==> src/rtl/ysyx_24100006_inst_encoder.sv <==
// RV32 instruction encoder: packs fields and an immediate into an instruction
// word per immediate type, buffered through a small output FIFO.
module ysyx_24100006_inst_encoder #(
  parameter int DEPTH = 2,
  parameter int CNT_W = 16
) (
  input  logic             clock,
  input  logic             reset,
  input  logic             in_valid,
  output logic             in_ready,
  input  logic [2:0]       Imm_Type,
  input  logic [31:0]      imm,
  input  logic [6:0]       opcode,
  input  logic [4:0]       rd,
  input  logic [4:0]       rs1,
  input  logic [4:0]       rs2,
  input  logic [2:0]       funct3,
  output logic             out_valid,
  input  logic             out_ready,
  output logic [31:0]      out_inst,
  output logic             out_err,
  output logic [CNT_W-1:0] err_cnt
);

  localparam int PTR_W = (DEPTH > 1) ? $clog2(DEPTH) : 1;
  localparam int OCC_W = $clog2(DEPTH + 1);
  localparam logic [OCC_W-1:0] OCC_FULL = OCC_W'(DEPTH);

  logic        isI;
  logic        isJ;
  logic        isS;
  logic        isB;
  logic        isU;
  logic        fitsI;
  logic        fitsB;
  logic        fitsJ;
  logic        alignU;
  logic [31:0] encInst;
  logic        encErr;

  assign isI = (Imm_Type == 3'b000);
  assign isJ = (Imm_Type == 3'b001);
  assign isS = (Imm_Type == 3'b010);
  assign isB = (Imm_Type == 3'b011);
  assign isU = (Imm_Type == 3'b100);

  // Each range check asks whether the upper bits are a pure sign extension.
  assign fitsI  = (&imm[31:11]) | ~(|imm[31:11]);
  assign fitsB  = ((&imm[31:12]) | ~(|imm[31:12])) & ~imm[0];
  assign fitsJ  = ((&imm[31:20]) | ~(|imm[31:20])) & ~imm[0];
  assign alignU = ~(|imm[11:0]);

  always_comb begin
    encInst = 32'h0;
    encErr  = 1'b1;
    unique case (1'b1)
      isI: begin
        encInst = {imm[11:0], rs1, funct3, rd, opcode};
        encErr  = ~fitsI;
      end
      isS: begin
        encInst = {imm[11:5], rs2, rs1, funct3, imm[4:0], opcode};
        encErr  = ~fitsI;
      end
      isB: begin
        encInst = {imm[12], imm[10:5], rs2, rs1, funct3,
                   imm[4:1], imm[11], opcode};
        encErr  = ~fitsB;
      end
      isJ: begin
        encInst = {imm[20], imm[10:1], imm[11], imm[19:12], rd, opcode};
        encErr  = ~fitsJ;
      end
      isU: begin
        encInst = {imm[31:12], rd, opcode};
        encErr  = ~alignU;
      end
      default: begin
        encInst = 32'h0;
        encErr  = 1'b1;
      end
    endcase
  end

  logic [31:0]      memInst [DEPTH];
  logic             memErr  [DEPTH];
  logic [PTR_W-1:0] wrPtr;
  logic [PTR_W-1:0] rdPtr;
  logic [OCC_W-1:0] occ;
  logic             full;
  logic             empty;
  logic             push;
  logic             pop;

  assign full     = (occ == OCC_FULL);
  assign empty    = (occ == '0);
  // Readiness depends only on occupancy, so a pop never frees a slot early.
  assign in_ready = ~full;
  assign push     = in_valid & ~full;
  assign pop      = out_ready & ~empty;

  assign out_valid = ~empty;
  assign out_inst  = empty ? 32'h0 : memInst[rdPtr];
  assign out_err   = empty ? 1'b0 : memErr[rdPtr];

  always_ff @(posedge clock) begin
    if (reset) begin
      for (int i = 0; i < DEPTH; i++) begin
        memInst[i] <= 32'h0;
        memErr[i]  <= 1'b0;
      end
      wrPtr <= '0;
      rdPtr <= '0;
      occ   <= '0;
    end else begin
      if (push) begin
        memInst[wrPtr] <= encInst;
        memErr[wrPtr]  <= encErr;
        wrPtr          <= wrPtr + 1'b1;
      end
      if (pop) begin
        rdPtr <= rdPtr + 1'b1;
      end
      unique case ({push, pop})
        2'b10:   occ <= occ + 1'b1;
        2'b01:   occ <= occ - 1'b1;
        default: occ <= occ;
      endcase
    end
  end

  always_ff @(posedge clock) begin
    if (reset) begin
      err_cnt <= '0;
    end else if (push && encErr && (err_cnt != '1)) begin
      err_cnt <= err_cnt + 1'b1;
    end
  end

endmodule

==> config.mk <==
export PLATFORM = sky130hd
export DESIGN_NAME = ysyx_24100006_inst_encoder
export DESIGN_NICKNAME = d
export VERILOG_FILES = /design/src/rtl/ysyx_24100006_inst_encoder.sv
export SDC_FILE = /design/constraint.sdc
export NUM_CORES = 1
export LEC_CHECK = 0
export ABC_AREA = 1
export BUFFER_PORTS_ARGS = -buffer_cell sky130_fd_sc_hd__buf_2
export CORE_ASPECT_RATIO = 0.9
export CORE_MARGIN = 8
export CORE_UTILIZATION = 59
export DETAILED_ROUTE_END_ITERATION = 6
export GPL_TIMING_DRIVEN = 0
export PLACE_DENSITY = 0.95
export SYNTH_ARGS = -nofsm -noshare
export SYNTH_HDL_FRONTEND = slang
export SYNTH_SLANG_ARGS = --single-unit
==> constraint.sdc <==
create_clock -name clock -period 4.35 [get_ports clock]
set_input_delay 0.2175 -clock clock [delete_from_list [all_inputs] [get_ports clock]]
set_output_delay 0.2175 -clock clock [all_outputs]
set_load 0.02 [all_outputs]
# Word level (Yosys, flattened, before mapping)
# Memory sizes are Yosys's and may differ from the RTL's. A register that Yosys moved wholly into a read port is not among the register bits.
# Cells that the tools add are included.
[totals]
ram_bits = 66
register_bits = 20
out_inout_bits = 51
n_memories = 2
latchBits = 0
romBits = 0
input_bits = 64
wordCells = 70
[memory_table]
columns = ["memory", "depth", "word_bits", "rd", "rd_clocked_by_memory_dff", "wr", "line", "text"]
rows = [
  ["memInst", 2, 32, 1, 1, 2, "85", "logic [31:0] memInst [DEPTH];"],
  ["memErr", 2, 1, 1, 1, 2, "86", "logic memErr [DEPTH];"],
]
[op_classes]
div_mod_pow = 0
n_lt_le_gt_ge = 0
addsub = 5
bitwise = 16
mux = 20
multipliers = 0
shift = 0
eq_ne = 8
reduce_logical = 15
[op_table]
columns = ["op", "n"]
rows = [
  ["32-bit one-hot mux with 5 select lines", 1],
  ["32-bit two-way mux", 2],
  ["32-bit OR reduction", 1],
  ["12-bit OR reduction", 2],
  ["21-bit AND reduction", 1],
  ["21-bit OR reduction", 1],
  ["20-bit AND reduction", 1],
  ["20-bit OR reduction", 1],
  ["16-bit by 1-bit adder with 16-bit output (second input constant)", 1],
  ["16-bit inequality test (second input constant)", 1],
  ["1-bit two-way mux", 15],
  ["12-bit AND reduction", 1],
  ["1-bit inverter", 9],
  ["3-bit by 2-bit == test with 1-bit output (second input constant)", 2],
  ["1-bit bitwise AND", 4],
  ["2-bit == test (second input constant)", 2],
  ["1-bit one-hot mux with 4 select lines", 1],
  ["2-bit one-hot mux with 2 select lines", 1],
  ["3-bit by 1-bit == test with 1-bit output (second input constant)", 1],
  ["3-bit == test (second input constant)", 1],
  ["3-bit zero test", 1],
  ["1-bit bitwise OR", 3],
  ["1-bit adder (second input constant)", 2],
  ["2-bit by 1-bit adder with 2-bit output (second input constant)", 1],
  ["7 further kinds", 8],
]

# Depth between registers and ports, before layout
[depth]
ltp_word = 8
depth_mapped = 14
depth_no_buf = 13

# Least setup slack after synthesis
# Ideal clock, no wire load.
[synth_timing]
kind = "register -> register"
from = "register occ[0]"
to = "memory memErr[0] (enable)"
stages_incl_launch_ff = 8
period_less_slack_ns = 2.370
t_required_ns = 3.959
n_path_buf = 1
arrival_time_ns = 1.979
setup_time_ns = 0.391
slack_ns = 1.980
path_cell_list = "dfxtp_1 -> inv_2 -> nand2_1 -> nand2_1 -> nor3_1 -> inv_2 -> clkbuf_1 -> nand2_1"
[synth_rtl]
columns = ["item", "line", "text"]
rows = [
  ["start: declaration", "89", "logic [OCC_W-1:0] occ;"],
  ["start signal: assignment", "125", "2'b10: occ <= occ + 1'b1;"],
  ["start signal: assignment", "126", "2'b01: occ <= occ - 1'b1;"],
  ["end: declaration", "86", ""],
]

==> flow_metrics.env <==
export IMPL_wl_per_cell_um=17.6
export IMPL_period_share=0.565
export IMPL_layout_drive_gt1_share=0.241
export IMPL_hp_class="in -> reg"
export IMPL_pwr_share_seq=0.424
export IMPL_dieArea_um2=11600
export IMPL_maxCapViolCount=0
export IMPL_netlist_area_um2=4940
export IMPL_violations="design-rule violations"
export IMPL_wirelength_um=15200
export IMPL_place_congestion=0.967
export IMPL_path_clk_slew_ns=0.09
export IMPL_drcViolationCount=1
export IMPL_rsz0062_at_grt="false"
export IMPL_vias=5104
export IMPL_final_antenna_net_count=0
export IMPL_area_growth_pct=19.1
export IMPL_maxSlewViolCount=0
export IMPL_timing_fmax_ghz=0.407
export IMPL_synth_cell_types=38
export IMPL_slew_headroom=0.420
export IMPL_hpwlAfterDp_um=11000
export IMPL_grtUsageTotal=0.266
export IMPL_start_kind="flop"
export IMPL_drt_pass1_iterations=7
export IMPL_postSynthNetCount=702
export IMPL_drtIter0Drc=627
export IMPL_cts_num_sinks=87
export IMPL_end_kind="flop"
export IMPL_status="finished, violations left"
export IMPL_seq_area_frac_synth=0.486
export IMPL_grt_pass1_wl_um=24300
export IMPL_grt_max_degree=34
export IMPL_first_global_vias=5048
export IMPL_power_density_nw_per_um2=401
export IMPL_final_nets=827
export IMPL_finalSetupTns_ns=0
export IMPL_ir_drop_uv=299
export IMPL_p_comb_frac=0.285
export IMPL_synth_largest_area_cell="edfxtp_1"
export IMPL_final_cell_area_um2=5880
export IMPL_crit_type="reg -> reg"
export IMPL_p_sw_frac=0.347
export IMPL_finalHoldViolCount=0
export IMPL_cts_buffers=9
export IMPL_cp_max_fo=33
export IMPL_clock_skew_ns=0.00516
export IMPL_num_rows=31
export IMPL_coreArea_um2=8110
export IMPL_leakage_nw=2.58
export IMPL_cts_hold_buf=0
export IMPL_place_area_um2=5640
export IMPL_die_y_um=103
export IMPL_start_util=0.610
export IMPL_postCtsSetupBuffers=0
export IMPL_overflow=0
export IMPL_power_internal_mw=1.54
export IMPL_clk_latency_ns=0.36
export IMPL_cp_data_arrival_time_ns=2.37
export IMPL_yosysWarnings=0
export IMPL_syn_inst=636
export IMPL_die_w_um=112
export IMPL_clock_power_share=0.291
export IMPL_cts_resized=0
export IMPL_worst_slew_pin_slew_ns=0.868
export IMPL_htree_levels=3
export IMPL_clockBufferDepth=2
export IMPL_diodes=0
export IMPL_p_switching_mw=0.820
export IMPL_synth_top_area_frac=0.401
export IMPL_vias_per_cell=5.91
export IMPL_postSynthAreaPerCell_um2=7.77
export IMPL_cts_root_buffer_cell="clkbuf_8"
export IMPL_required_ns=4.26
export IMPL_ys_ff_latch=87
export IMPL_ioPinCount=115
export IMPL_io_buffer_count=114
export IMPL_cts_tree="yes"
export IMPL_synth_area_top_cells="edfxtp_1 40%, nand2_1 13%, dfxtp_1 8.5%"
export IMPL_setup_viol=0
export IMPL_antenna_found_initial=0
export IMPL_fin_crit_ns=2.46
area by class of cell:
class                   instances  area (µm²)
clock buffers                   9         124
flip-flops and latches         87        2400
well taps                      99         124
repair buffers                114         571
multi-input cells             440        2100
plain buffers                  26         134
inverters                      83         312
fillers                       622        2220
clock inverters                 6         119
cells by family after synthesis:
family                   share of synthesized area
AO/OA/AOI/OAI                               0.0889
XOR/XNOR                                   0.00177
adder cells (fa/ha/maj)                    0.00506
buffers and inverters                       0.0901
flip-flops                                   0.486
AND/OR/NAND/NOR                              0.328
placed cells by master (no fill, tap or decap), types with 3 or more instances in the layout:
master     Yosys  routed
inv_1         59      59
buf_6          3       3
o22ai_1        4       4
edfxtp_1      66      66
a31o_2         4       4
nor2_1        94      94
a21oi_1       38      38
nand3_4        3       3
buf_1          4       4
buf_2          5     119
clkinv_1      16      16
nand2_2        1       3
a22oi_1       12      12
nand2_1      169     167
dfxtp_1       21      21
clkbuf_8       0       9
bufinv_16      0       3
nor2_2        20      20
nor3_1        21      21
o21ai_0        7       7
inv_2          8       8
nand3_1       26      26
clkbuf_1      12      12
nand4_1       22      22
final timing paths:
kind                            cells past startpoint   start  slack (ns)              to
worst min-delay path                                2   reset        0.06          occ[1]
worst min register to register                      1   rdPtr        0.49            flop
worst max register to register                      7  occ[0]        1.89  memInst[1][15]
worst max-delay path                                7  occ[0]        1.89  memInst[1][15]
power by group through the flow:
stage          logic, mW  clock network (mW)  registers, mW
5_1_grt            0.718               0.729           1.01
3_5_place_dp       0.659                   0           1.02
2_1_floorplan      0.414                   0           1.02
4_1_cts            0.664               0.687           1.00
3_3_place_gp       0.641                   0           1.01
6_report           0.673               0.686           1.00
through the flow:
stage | hold WS, ns | setup WS, ns | total power [mW] | util | cells
after global routing | 0.0518 | 1.74 | 2.46 | 0.726 | 864
after CTS | 0.0534 | 1.43 | 2.35 | 0.725 | 864
after global placement | 0.427 | 1.55 | 1.66 | 0.695 | 849
final | 0.0646 | 1.89 | 2.36 | 0.726 | 864
after floorplan | 0.295 | 1.98 | 1.43 | - | 636
after detailed placement | 0.439 | 1.47 | 1.68 | 0.695 | 849
worst max-delay path, stage by stage (launching register included):
cell and delay, ns:
dfxtp_1 0.35, inv_2 0.08, nand2_1 0.06, nand2_1 0.13
nor2_1 0.07, inv_1 0.17, clkbuf_1 0.48, nand2_2 0.66
synth_stat cells:
cell type / count
nor3_1: 21
inv_2: 8
a31oi_1: 2
o221ai_1: 1
a21oi_2: 1
inv_1: 59
dfxtp_1: 21
nor4_1: 1
or2_1: 1
a21oi_1: 38
nor2_1: 94
nand3_4: 3
buf_4: 1
buf_6: 3
nand4_1: 22
a21oi_4: 1
a31o_2: 4
o21ai_0: 7
nand2_2: 1
nand3_1: 26
buf_2: 5
and3_1: 1
nand2_1: 169
nor3_2: 2
buf_1: 4
clkbuf_1: 12
nor3b_1: 1
clkinv_1: 16
a22oi_1: 12
clkbuf_4: 1
o22ai_1: 4
a221oi_1: 2
nand3_2: 2
edfxtp_1: 66
nor2_4: 1
nor2_2: 20
xnor2_1: 1
ha_1: 2
layer usage:
metal,wire length (µm),global-route usage,vias to the layer above
met2,7150,0.443,358
met1,5840,0.317,2363
met4,467,0.120,0
met3,1760,0.0767,52
met5,0,0,-
li1,-,-,2331
flip-flops by register name, indices dropped and copies added, names as in the netlist, named ones only:
name / cells
err_cnt: 16
memErr: 2
memInst: 64
occ: 2
rdPtr: 1
wrPtr: 1
Power figures use the tool's default switching activity.
